File: config.mk
export PLATFORM = sky130hd
export DESIGN_NAME = playfield_arbiter_flat
export DESIGN_NICKNAME = d
export VERILOG_FILES = /design/src/rtl/playfield_arbiter_if.sv /design/src/rtl/playfield_arbiter.sv /design/src/flat_wrapper.sv
export SDC_FILE = /design/constraint.sdc
export NUM_CORES = 1
export LEC_CHECK = 0
export CORE_UTILIZATION = 55
export DETAILED_ROUTE_END_ITERATION = 12
export HOLD_SLACK_MARGIN = 0.08
export PLACE_DENSITY = 0.71
export REMOVE_ABC_BUFFERS = 1
export SLEW_MARGIN = 20
export SYNTH_ARGS = -nofsm -noshare
export SYNTH_HDL_FRONTEND = slang
export SYNTH_SLANG_ARGS = --single-unit
File: constraint.sdc
create_clock -name clk_25_175 -period 56.4 [get_ports clk_25_175]
set_input_delay 8.46 -clock clk_25_175 [delete_from_list [all_inputs] [get_ports clk_25_175]]
set_output_delay 8.46 -clock clk_25_175 [all_outputs]
set_load 0.01 [all_outputs]
File: src/rtl/playfield_arbiter_if.sv
// Client bundle of the playfield arbiter: video cell lookup, game request port
// and row-clear control/status, with the arbiter on the slave side.
interface playfield_arbiter_if #(
  parameter int CELL_W = 3
);
  logic              disp_active;
  logic [4:0]        disp_row;
  logic [4:0]        disp_col;
  logic [CELL_W-1:0] disp_data;
  logic              gp_req;
  logic              gp_we;
  logic [4:0]        gp_row;
  logic [4:0]        gp_col;
  logic [CELL_W-1:0] gp_wdata;
  logic              gp_ack;
  logic [CELL_W-1:0] gp_rdata;
  logic              clr_start;
  logic [4:0]        clr_row;
  logic              clr_busy;
  logic              clr_done;
  logic              init_busy;

  modport master (
    output disp_active, disp_row, disp_col, gp_req, gp_we, gp_row, gp_col,
           gp_wdata, clr_start, clr_row,
    input  disp_data, gp_ack, gp_rdata, clr_busy, clr_done, init_busy
  );

  modport slave (
    input  disp_active, disp_row, disp_col, gp_req, gp_we, gp_row, gp_col,
           gp_wdata, clr_start, clr_row,
    output disp_data, gp_ack, gp_rdata, clr_busy, clr_done, init_busy
  );
endinterface

File: src/rtl/playfield_arbiter.sv
// Single-ported playfield cell store shared per cycle between the zero-fill
// sweep, video lookups, the row-clear engine and the game port, in that priority.
module playfield_arbiter #(
  parameter int ROWS   = 12,
  parameter int COLS   = 21,
  parameter int CELL_W = 3
) (
  input  logic               clk_25_175,
  input  logic               reset,
  playfield_arbiter_if.slave bus
);
  localparam int            DEPTH     = ROWS * COLS;
  localparam int            AW        = $clog2(DEPTH);
  localparam logic [AW-1:0] LAST_ADDR = AW'(DEPTH - 1);
  localparam logic [4:0]    ROWS_L    = 5'(ROWS);
  localparam logic [4:0]    COLS_L    = 5'(COLS);
  localparam logic [4:0]    LAST_COL  = 5'(COLS - 1);

  typedef enum logic [2:0] {
    ST_INIT    = 3'd0,
    ST_IDLE    = 3'd1,
    ST_CLR_RD  = 3'd2,
    ST_CLR_WR  = 3'd3,
    ST_CLR_TOP = 3'd4
  } state_e;

  function automatic logic [AW-1:0] cell_addr(input logic [4:0] row, input logic [4:0] col);
    logic [15:0] lin;
    lin = 16'(row) * 16'(COLS) + 16'(col);
    return lin[AW-1:0];
  endfunction

  function automatic logic in_range(input logic [4:0] row, input logic [4:0] col);
    return (row < ROWS_L) && (col < COLS_L);
  endfunction

  logic [CELL_W-1:0] mem_q [DEPTH];

  state_e            state_q, state_d;
  logic [AW-1:0]     init_addr_q, init_addr_d;
  logic [4:0]        row_q, row_d;
  logic [4:0]        col_q, col_d;
  logic [CELL_W-1:0] hold_q, hold_d;
  logic [CELL_W-1:0] disp_data_q, disp_data_d;
  logic              gp_ack_q, gp_ack_d;
  logic [CELL_W-1:0] gp_rdata_q, gp_rdata_d;
  logic              clr_done_q, clr_done_d;

  logic              mem_we_s;
  logic [AW-1:0]     mem_addr_s;
  logic [CELL_W-1:0] mem_wdata_s;
  logic [CELL_W-1:0] rd_cell_s;
  logic              video_s;
  logic              clr_accept_s;

  assign rd_cell_s = mem_q[mem_addr_s];

  always_comb begin
    state_d      = state_q;
    init_addr_d  = init_addr_q;
    row_d        = row_q;
    col_d        = col_q;
    hold_d       = hold_q;
    disp_data_d  = disp_data_q;
    gp_ack_d     = 1'b0;
    gp_rdata_d   = gp_rdata_q;
    clr_done_d   = 1'b0;
    mem_we_s     = 1'b0;
    mem_addr_s   = '0;
    mem_wdata_s  = '0;
    video_s      = bus.disp_active && (state_q != ST_INIT);
    clr_accept_s = (state_q == ST_IDLE) && bus.clr_start;

    // Latching a clear needs no store access, so it happens even while video owns the slot.
    if (clr_accept_s) begin
      if (bus.clr_row < ROWS_L) begin
        row_d   = bus.clr_row;
        col_d   = 5'd0;
        state_d = (bus.clr_row == 5'd0) ? ST_CLR_TOP : ST_CLR_RD;
      end else begin
        clr_done_d = 1'b1;
      end
    end else begin
      clr_done_d = 1'b0;
    end

    if (state_q == ST_INIT) begin
      mem_we_s   = 1'b1;
      mem_addr_s = init_addr_q;
      if (init_addr_q == LAST_ADDR) begin
        init_addr_d = '0;
        state_d     = ST_IDLE;
      end else begin
        init_addr_d = init_addr_q + 1'b1;
      end
    end else if (video_s) begin
      mem_addr_s  = cell_addr(bus.disp_row, bus.disp_col);
      disp_data_d = in_range(bus.disp_row, bus.disp_col) ? rd_cell_s : '0;
    end else begin
      case (state_q)
        ST_IDLE: begin
          // gp_ack_q blocks re-serving a request still held during its ack cycle.
          if (bus.gp_req && !gp_ack_q && !clr_accept_s) begin
            gp_ack_d   = 1'b1;
            mem_addr_s = cell_addr(bus.gp_row, bus.gp_col);
            if (bus.gp_we) begin
              mem_we_s    = in_range(bus.gp_row, bus.gp_col);
              mem_wdata_s = bus.gp_wdata;
            end else begin
              gp_rdata_d = in_range(bus.gp_row, bus.gp_col) ? rd_cell_s : '0;
            end
          end else begin
            gp_ack_d = 1'b0;
          end
        end
        ST_CLR_RD: begin
          mem_addr_s = cell_addr(row_q - 5'd1, col_q);
          hold_d     = rd_cell_s;
          state_d    = ST_CLR_WR;
        end
        ST_CLR_WR: begin
          mem_we_s    = 1'b1;
          mem_addr_s  = cell_addr(row_q, col_q);
          mem_wdata_s = hold_q;
          if (col_q == LAST_COL) begin
            col_d   = 5'd0;
            row_d   = row_q - 5'd1;
            state_d = (row_q == 5'd1) ? ST_CLR_TOP : ST_CLR_RD;
          end else begin
            col_d   = col_q + 5'd1;
            state_d = ST_CLR_RD;
          end
        end
        ST_CLR_TOP: begin
          mem_we_s   = 1'b1;
          mem_addr_s = cell_addr(5'd0, col_q);
          if (col_q == LAST_COL) begin
            col_d      = 5'd0;
            clr_done_d = 1'b1;
            state_d    = ST_IDLE;
          end else begin
            col_d = col_q + 5'd1;
          end
        end
        default: begin
          state_d = ST_INIT;
        end
      endcase
    end
  end

  always_ff @(posedge clk_25_175) begin
    if (!reset) begin
      state_q     <= ST_INIT;
      init_addr_q <= '0;
      row_q       <= 5'd0;
      col_q       <= 5'd0;
      hold_q      <= '0;
      disp_data_q <= '0;
      gp_ack_q    <= 1'b0;
      gp_rdata_q  <= '0;
      clr_done_q  <= 1'b0;
    end else begin
      state_q     <= state_d;
      init_addr_q <= init_addr_d;
      row_q       <= row_d;
      col_q       <= col_d;
      hold_q      <= hold_d;
      disp_data_q <= disp_data_d;
      gp_ack_q    <= gp_ack_d;
      gp_rdata_q  <= gp_rdata_d;
      clr_done_q  <= clr_done_d;
    end
  end

  always_ff @(posedge clk_25_175) begin
    if (mem_we_s) begin
      mem_q[mem_addr_s] <= mem_wdata_s;
    end
  end

  assign bus.disp_data = disp_data_q;
  assign bus.gp_ack    = gp_ack_q;
  assign bus.gp_rdata  = gp_rdata_q;
  assign bus.clr_done  = clr_done_q;
  assign bus.clr_busy  = (state_q == ST_CLR_RD) || (state_q == ST_CLR_WR) || (state_q == ST_CLR_TOP);
  assign bus.init_busy = (state_q == ST_INIT);
endmodule

File: src/flat_wrapper.sv
// flat-port wrapper written by rule: the top's interface ports become plain ports
module playfield_arbiter_flat 
#(
  parameter int ROWS   = 12,
  parameter int COLS   = 21,
  parameter int CELL_W = 3
)
  (clk_25_175, reset, bus_disp_active, bus_disp_row, bus_disp_col, bus_gp_req, bus_gp_we, bus_gp_row, bus_gp_col, bus_gp_wdata, bus_clr_start, bus_clr_row, bus_disp_data, bus_gp_ack, bus_gp_rdata, bus_clr_busy, bus_clr_done, bus_init_busy);
  playfield_arbiter_if #(.CELL_W(CELL_W)) bus_i ();
  input  logic clk_25_175;
  input  logic reset;
  input wire logic [$bits(bus_i.disp_active)-1:0] bus_disp_active;
  input wire logic [$bits(bus_i.disp_row)-1:0] bus_disp_row;
  input wire logic [$bits(bus_i.disp_col)-1:0] bus_disp_col;
  input wire logic [$bits(bus_i.gp_req)-1:0] bus_gp_req;
  input wire logic [$bits(bus_i.gp_we)-1:0] bus_gp_we;
  input wire logic [$bits(bus_i.gp_row)-1:0] bus_gp_row;
  input wire logic [$bits(bus_i.gp_col)-1:0] bus_gp_col;
  input wire logic [$bits(bus_i.gp_wdata)-1:0] bus_gp_wdata;
  input wire logic [$bits(bus_i.clr_start)-1:0] bus_clr_start;
  input wire logic [$bits(bus_i.clr_row)-1:0] bus_clr_row;
  output wire logic [$bits(bus_i.disp_data)-1:0] bus_disp_data;
  output wire logic [$bits(bus_i.gp_ack)-1:0] bus_gp_ack;
  output wire logic [$bits(bus_i.gp_rdata)-1:0] bus_gp_rdata;
  output wire logic [$bits(bus_i.clr_busy)-1:0] bus_clr_busy;
  output wire logic [$bits(bus_i.clr_done)-1:0] bus_clr_done;
  output wire logic [$bits(bus_i.init_busy)-1:0] bus_init_busy;
  assign bus_i.disp_active = bus_disp_active;
  assign bus_i.disp_row = bus_disp_row;
  assign bus_i.disp_col = bus_disp_col;
  assign bus_i.gp_req = bus_gp_req;
  assign bus_i.gp_we = bus_gp_we;
  assign bus_i.gp_row = bus_gp_row;
  assign bus_i.gp_col = bus_gp_col;
  assign bus_i.gp_wdata = bus_gp_wdata;
  assign bus_i.clr_start = bus_clr_start;
  assign bus_i.clr_row = bus_clr_row;
  assign bus_disp_data = bus_i.disp_data;
  assign bus_gp_ack = bus_i.gp_ack;
  assign bus_gp_rdata = bus_i.gp_rdata;
  assign bus_clr_busy = bus_i.clr_busy;
  assign bus_clr_done = bus_i.clr_done;
  assign bus_init_busy = bus_i.init_busy;
  playfield_arbiter #(.ROWS(ROWS), .COLS(COLS), .CELL_W(CELL_W)) u_core (.clk_25_175(clk_25_175), .reset(reset), .bus(bus_i));
endmodule
==> impl_metrics.json <==
{
  "internal_power_mw": 0.9582,
  "dieArea_mm2": 0.06339,
  "clock_sinks": 788,
  "grt_max_degree": 253,
  "place_area_mm2": 0.03546,
  "synth_top_area_cell": "edfxtp_1",
  "hold_violations": 0,
  "die_width_um": 251.8,
  "tightest_slew_ps": 1179,
  "max_freq_mhz": 71.94,
  "fin_crit_sh_pct": 24.64,
  "synth_ff_type": "edfxtp_1",
  "cts_root_buffer": "clkbuf_16",
  "wl_um": 86030,
  "worst_setup_path_end_kind": "flip-flop",
  "insertion_delay_ps": 640,
  "synth_edf_count": 756,
  "dp_slack_ps": 41880,
  "netlist_instances": 2244,
  "slew_headroom_pct": 21.09,
  "cts_setup_buffers": 0,
  "maxCapViolations": 0,
  "finalSetupViolations": 0,
  "crit_family": "buffers and inverters",
  "clk_pin_slew_ps": 60,
  "synthToLayoutAreaGrowth_pct": 10.69,
  "num_vias": 20450,
  "min-delay-start": "u_core.bus.gp_rdata[1]",
  "grtUsageMet1_pct": 37.32,
  "drive_gt1_share_pct": 13.57,
  "seqPwrFrac_pct": 51.3,
  "hold_slack_ps": 459.5,
  "start_util_pct": 55.60,
  "fp-row-count": 91,
  "cts_resized": 0,
  "ys_types": 70,
  "worst_slack_ps": 42500,
  "initialDrtViolationCount": 2681,
  "ir_drop_mv": 0.02265,
  "status": "finished clean",
  "place_congestion": 0.8635,
  "antenna_found_initial": 1,
  "leakage_nw": 13.09,
  "yosysWarnings": 0,
  "synth_area_leaders": "edfxtp_1, mux4_2, nor2_1",
  "slew_viol_final": 0,
  "yosysSeqAreaShare_pct": 68.03,
  "num-fill-cells": 4432,
  "overflow": 0,
  "crit_chain": "clkdlybuf4s50_1, nor3b_2, and2_1, a221o_1, nand2_8, buf_4, buf_4, mux4_2, a22oi_1, a32oi_1, and3_1, nor4_2, a21oi_1",
  "min_to": "u_core.bus.gp_rdata[1]",
  "cts_hold_buf": 0,
  "ff2ff_path_depth": 20,
  "finClkSkew_ps": 32.89,
  "grt_pass1_wl_um": 127600,
  "core_area_mm2": 0.06171,
  "crit_type": "primary input to flip-flop",
  "async_reset_ff_share_pct": 0,
  "r2r_start": "u_core.row_q[0]",
  "reg2reg_to": "u_core.hold_q[2]",
  "powerDensity_mw_per_mm2": 32.49,
  "worstPathArrival_ps": 14380,
  "fin_setup_tns_ps": 0,
  "worstPathMaxFanout": 89,
  "die_h_um": 251.8,
  "grt_use_total_pct": 27.54,
  "crit_path_frequent_cell": "buf_4",
  "synth_top_area_share_pct": 66.17,
  "synth_area_mm2": 0.03431,
  "grt_pass1_vias": 20440,
  "critPathMaxStageDelay_ps": 820,
  "cts_buffer_depth": 3,
  "h-tree-depth": 3,
  "cp_num_buf_inv": 3,
  "multi_input_area_mm2": 0.01003,
  "drtAntennaViolNets": 0,
  "placedCellCount": 3033,
  "portBuffers": 43,
  "holdPathStages": 2,
  "hp-class": "flip-flop to flip-flop",
  "detail_route.wl_per_cell_um": 27.05,
  "cp.required_ps": 56880,
  "final_area_mm2": 0.03798,
  "post-route-min-period_ps": 13900,
  "design.portCount": 44,
  "ys_seq_elements": 788,
  "nets": 2417,
  "antenna_cells": 0,
  "final_util_pct": 61.54,
  "crit_slowest_cell": "buf_4",
  "rsz0062_at_grt": "false",
  "p_switching_mw": 0.2756,
  "combPwrFrac_pct": 7.1,
  "start_kind": "primary input",
  "ff2ff_setup_slack_ps": 49420,
  "p_total_mw": 1.234,
  "busiest_layer": "met2",
  "swShare_pct": 22.34,
  "hpwlAfterDp_um": 51460,
  "pwr-share-clk_pct": 41.6,
  "firstDrtPassIters": 5,
  "grtUsageMet2_pct": 41.69,
  "vias_per_cell": 6.431,
  "cts_tree": "yes",
  "fin_cells": 3180,
  "drc": 0,
  "cts_buffers": 80,
  "grt_use_met3_pct": 7.438,
  "final-seq-area_mm2": 0.02334,
  "avgSynthCellArea_um2": 15.29
}
cell usage after synthesis (all sizes together), types with 3 or more instances:
library cell  instances
edfxtp              756
nor2                299
nand2               210
mux4                129
ha                   89
a22oi                84
inv                  82
clkbuf               69
buf                  61
a21oi                53
mux2i                44
o21ai                36
a32oi                34
dfxtp                32
xnor2                22
nand3                21
a31oi                16
fa                   16
nand4                15
and2                 13
and3                 13
nor2b                12
xor2                 11
a211oi                9
a21boi                9
a31o                  9
a22o                  8
o22ai                 8
a21o                  7
a221oi                7
o21a                  7
nand2b                6
or3                   6
nor3                  5
nor3b                 5
a2111oi               4
nand3b                4
nor4                  4
a221o                 3
mux2                  3
o31ai                 3
sequential cells by signal, indices dropped and copies added, names as in the netlist:
signal / count
u_core.init_addr_q: 8
u_core.bus.gp_ack: 1
u_core.mem_q: 756
u_core.row_q: 5
u_core.col_q: 5
u_core.hold_q: 3
u_core.bus.disp_data: 3
u_core.bus.clr_done: 1
u_core.state_q: 3
u_core.bus.gp_rdata: 3
cell type report:
class | instances | area share [%]
clock buffer | 100 | 5.693
clock inverter | 47 | 0.9389
inverter | 82 | 0.8104
timing repair buffer | 82 | 1.937
sequential | 788 | 61.46
tap | 837 | 2.757
multi-input combinational | 1244 | 26.40
metal layers:
metal | wire length (um) | vias up
met5 | 8 | -
met4 | 3695 | 2
met3 | 9750 | 210
met2 | 39610 | 1219
met1 | 32970 | 10350
li1 | - | 8670
logic make-up (layout without fill, tap and decap cells):
kind of cell             count (synthesis)  after routing  synth area share, %
adder cells (fa/ha/maj)                105            105                4.179
AO/OA/AOI/OAI                          311            311                6.429
buffers and inverters                  212            311                3.019
multiplexers                           176            176                9.850
flip-flops                             788            788                68.03
AND/OR/NAND/NOR                        619            619                7.647
XOR/XNOR                                33             33               0.8424
power by group through the flow:
stage / Sequential, mW / Clock, mW / Combinational [mW]
6_report: 0.633 / 0.513 / 0.0879
5_1_grt: 0.632 / 0.538 / 0.0934
4_1_cts: 0.633 / 0.517 / 0.0872
3_5_place_dp: 0.645 / 0 / 0.0868
3_3_place_gp: 0.645 / 0 / 0.0852
2_1_floorplan: 0.645 / 0 / 0.0624
cells in the final DEF (no fill, tap or decap), drive strengths merged, types with 39 or more instances in the layout:
master / synthesis / routed
mux4: 129 / 129
a21oi: 53 / 53
ha: 89 / 89
clkbuf: 69 / 100
nand2: 210 / 210
buf: 61 / 39
clkdlybuf4s50: 0 / 43
mux2i: 44 / 44
a22oi: 84 / 84
nor2: 299 / 299
edfxtp: 756 / 756
inv: 82 / 84
how the worst max path moves through the flow:
stage,startpoint,endpoint,slack [ps],depth (start not counted)
2_1_floorplan,bus_clr_start,u_core.mem_q[0][2],31340,4
3_3_place_gp,bus_disp_active,u_core.hold_q[0],41980,15
3_5_place_dp,bus_clr_start,u_core.hold_q[0],41880,14
4_1_cts,bus_clr_start,u_core.hold_q[0],42510,14
5_1_grt,bus_clr_start,u_core.bus.disp_data[1],42120,14
6_report,bus_clr_start,u_core.hold_q[0],42500,13
tightest hold or removal path, cell delays in order (launching register included):
cell and delay, ps:
dfxtp_1 310, nand2_1 50, o21ai_1 50
(Power assumes the default switching activity.)
==> variant, RTL diff (config.mk and constraints unchanged) <==
`ROWS` is set to 12 in 2 places; all go to 14.
--- a/src/rtl/playfield_arbiter.sv
+++ b/src/rtl/playfield_arbiter.sv
@@ -2,5 +2,5 @@
 // sweep, video lookups, the row-clear engine and the game port, in that priority.
 module playfield_arbiter #(
-  parameter int ROWS   = 12,
+  parameter int ROWS   = 14,
   parameter int COLS   = 21,
   parameter int CELL_W = 3
--- a/src/flat_wrapper.sv
+++ b/src/flat_wrapper.sv
@@ -2,5 +2,5 @@
 module playfield_arbiter_flat 
 #(
-  parameter int ROWS   = 12,
+  parameter int ROWS   = 14,
   parameter int COLS   = 21,
   parameter int CELL_W = 3
Formal check against the unedited RTL: no difference found for any inputs over 10 cycles, from zero or initial values and one cycle with reset low; that may be too few to reach the edited logic, so the function may still have changed.
==> variant against the original RTL <==
- sequential cell count grew 127
- area after synthesis grew 18%
- count of clock-buffer cells in the layout grew 14
- worst setup slack lost 350 ps
- synthesized cell count grew 32%
- power grew 16%
- wire length grew 30%
- cell area grew 18%
==> variant: results (changes against the original RTL) <==
- Met1 Resource Use GR: 0.4076 (was 0.3732)
- Chip width: 273.1 um (was 251.8 um)
- Worst ir drop on vdd: 0.00002752 V (was 0.00002265 V)
- Worst-Skew Late Latency: 660 ps (was 640 ps)
- Crit-path max FO: 113 (was 89)
- Leakage: 16.28 nW (was 13.09 nW)
- Hold_sp: u_core.bus.gp_rdata[0] (was u_core.bus.gp_rdata[1])
- DP Area: 41780 um2 (was 35460 um2)
- Final GP Congestion: 0.9090 (was 0.8635)
- Worst reg2reg path depth: 14 (was 20)
- DR pass1 iterations: 7 (was 5)
- Post-synth top cells: edfxtp_1 (882), nor2_1 (373), nand2_1 (339) (was edfxtp_1 (756), nor2_1 (299), nand2_1 (208))
- Met3 Wirelength: 12340 um (was 9750 um)
- Register area share after synthesis: 0.6717 (was 0.6803)
- Critical R2R Launch: u_core.state_q[2] (was u_core.row_q[0])
- Layout cells sized above 1: 0.1041 (was 0.1357)
- Layout Skew: 38.16 ps (was 32.89 ps)
- Largest stage delay, worst path: 880 ps (was 820 ps)
- Worst r2r dst: u_core.bus.disp_data[0] (was u_core.hold_q[2])
- PwrDens: 31.99 nW/um2 (was 32.49 nW/um2)
- Reg clk slew, reported paths: 60 ps (about the same)
- Max_slew headroom: 0.1598 (was 0.2109)
- Filler instances: 5416 (was 4432)
- Post-Place Cells: 3831 (was 3033)
- Layout Cells excl Fill: 3995 (was 3180)
- Drt total wl: 111500 um (was 86030 um)
- Netlist cell types: 81 (was 70)
- Hold EP: u_core.bus.gp_rdata[0] (was u_core.bus.gp_rdata[1])
- IO Port Bufs: 43 (unchanged)
- Area contributors post-synth: edfxtp_1 (66%), mux4_2 (3.9%), nor2_1 (3.5%), ha_1 (3.2%), nand2_1 (3.1%) (was edfxtp_1 (66%), mux4_2 (8.5%), nor2_1 (3.3%), ha_1 (3.2%), nand2_1 (2.3%))
- Antenna violations before repair: 0 (was 1)
- Mean Syn Cell Area: 13.60 um2 (was 15.29 um2)
- Vias in the first global route: 25540 (was 20440)
- Final #Nets: 3119 (was 2417)
- Detailed Place HPWL: 63850 um (was 51460 um)
- First-pass GRT wire length: 164700 um (was 127600 um)
- Gr usage total: 0.2993 (was 0.2754)
- Hold Path Stages: 2 (unchanged)
- Vias per cell: 6.614 (was 6.431)
- Outcome: finished, final reports clean (unchanged)
- WP data arrival: 14770 ps (was 14380 ps)
- Grt met2 use: 0.4654 (was 0.4169)
- WS Path Type: input port to flop (unchanged)
- Initial DRC Count: 3532 (was 2681)
- Maximum number of pins on one net before global-route repair: 215 (was 253)
- Flop-to-flop setup slack: 49000 ps (was 49420 ps)
- Top Layer Used: met4 (was met5)
- DRT met1 WL: 42560 um (was 32970 um)
[variant: changes by cell type in the layout (fill, tap and decap cells not counted), sizes merged, moves of 17 or more]
cell / delta
nand3: +42
edfxtp: +126
a221oi: +33
mux2: +27
nand2: +129
o211ai: +27
a211oi: +34
a21oi: +136
mux2i: +18
a22oi: -17
nor2: +74
mux4: -59
[variant: cell type report]
class	instances	share of cell area
clock inverter	50	0.009212
clock buffer	114	0.05575
multi-input combinational	1781	0.2750
inverter	88	0.007392
tap	959	0.02685
sequential	915	0.6075
timing repair buffer	88	0.01831
[variant: per-stage QoR]
stage	hold WS, ps	total power [W]	setup slack, ps
CTS	494.8	0.001429	42300
detailed placement	486.2	0.0008487	41650
finish	502.2	0.001429	42150
floorplan	463.6	0.0008321	26780
global placement	475.1	0.0008473	40880
global route	513.7	0.001462	41950
[variant: cells by family (layout without fill, tap and decap cells)]
| group | after synthesis | count (layout) | share of synthesized area |
|---|---|---|---|
| adders and majority gates | 118 | 118 | 0.03950 |
| DFF | 915 | 915 | 0.6717 |
| xor gates and xnor gates | 28 | 28 | 0.006068 |
| and+or+nand+nor | 918 | 918 | 0.09740 |
| AOI/OAI and AO/OA | 555 | 555 | 0.09353 |
| buffers and inverters | 275 | 340 | 0.02879 |
| muxes | 162 | 162 | 0.06303 |
[variant: worst max-delay path: cells and delay by family]
| kind | cells | cell delay, ps |
|---|---|---|
| buffers and inverters | 6 | 2940 |
| and+or+nand+nor | 1 | 380 |
| AOI/OAI and AO/OA | 7 | 2080 |
| muxes | 1 | 630 |
[variant: where the power goes]
group          internal (W)  switching, W  leakage (nW)
Clock              0.000340      0.000252          1.41
Combinational     0.0000317     0.0000705          4.47
Sequential         0.000734   0.000000560          10.4
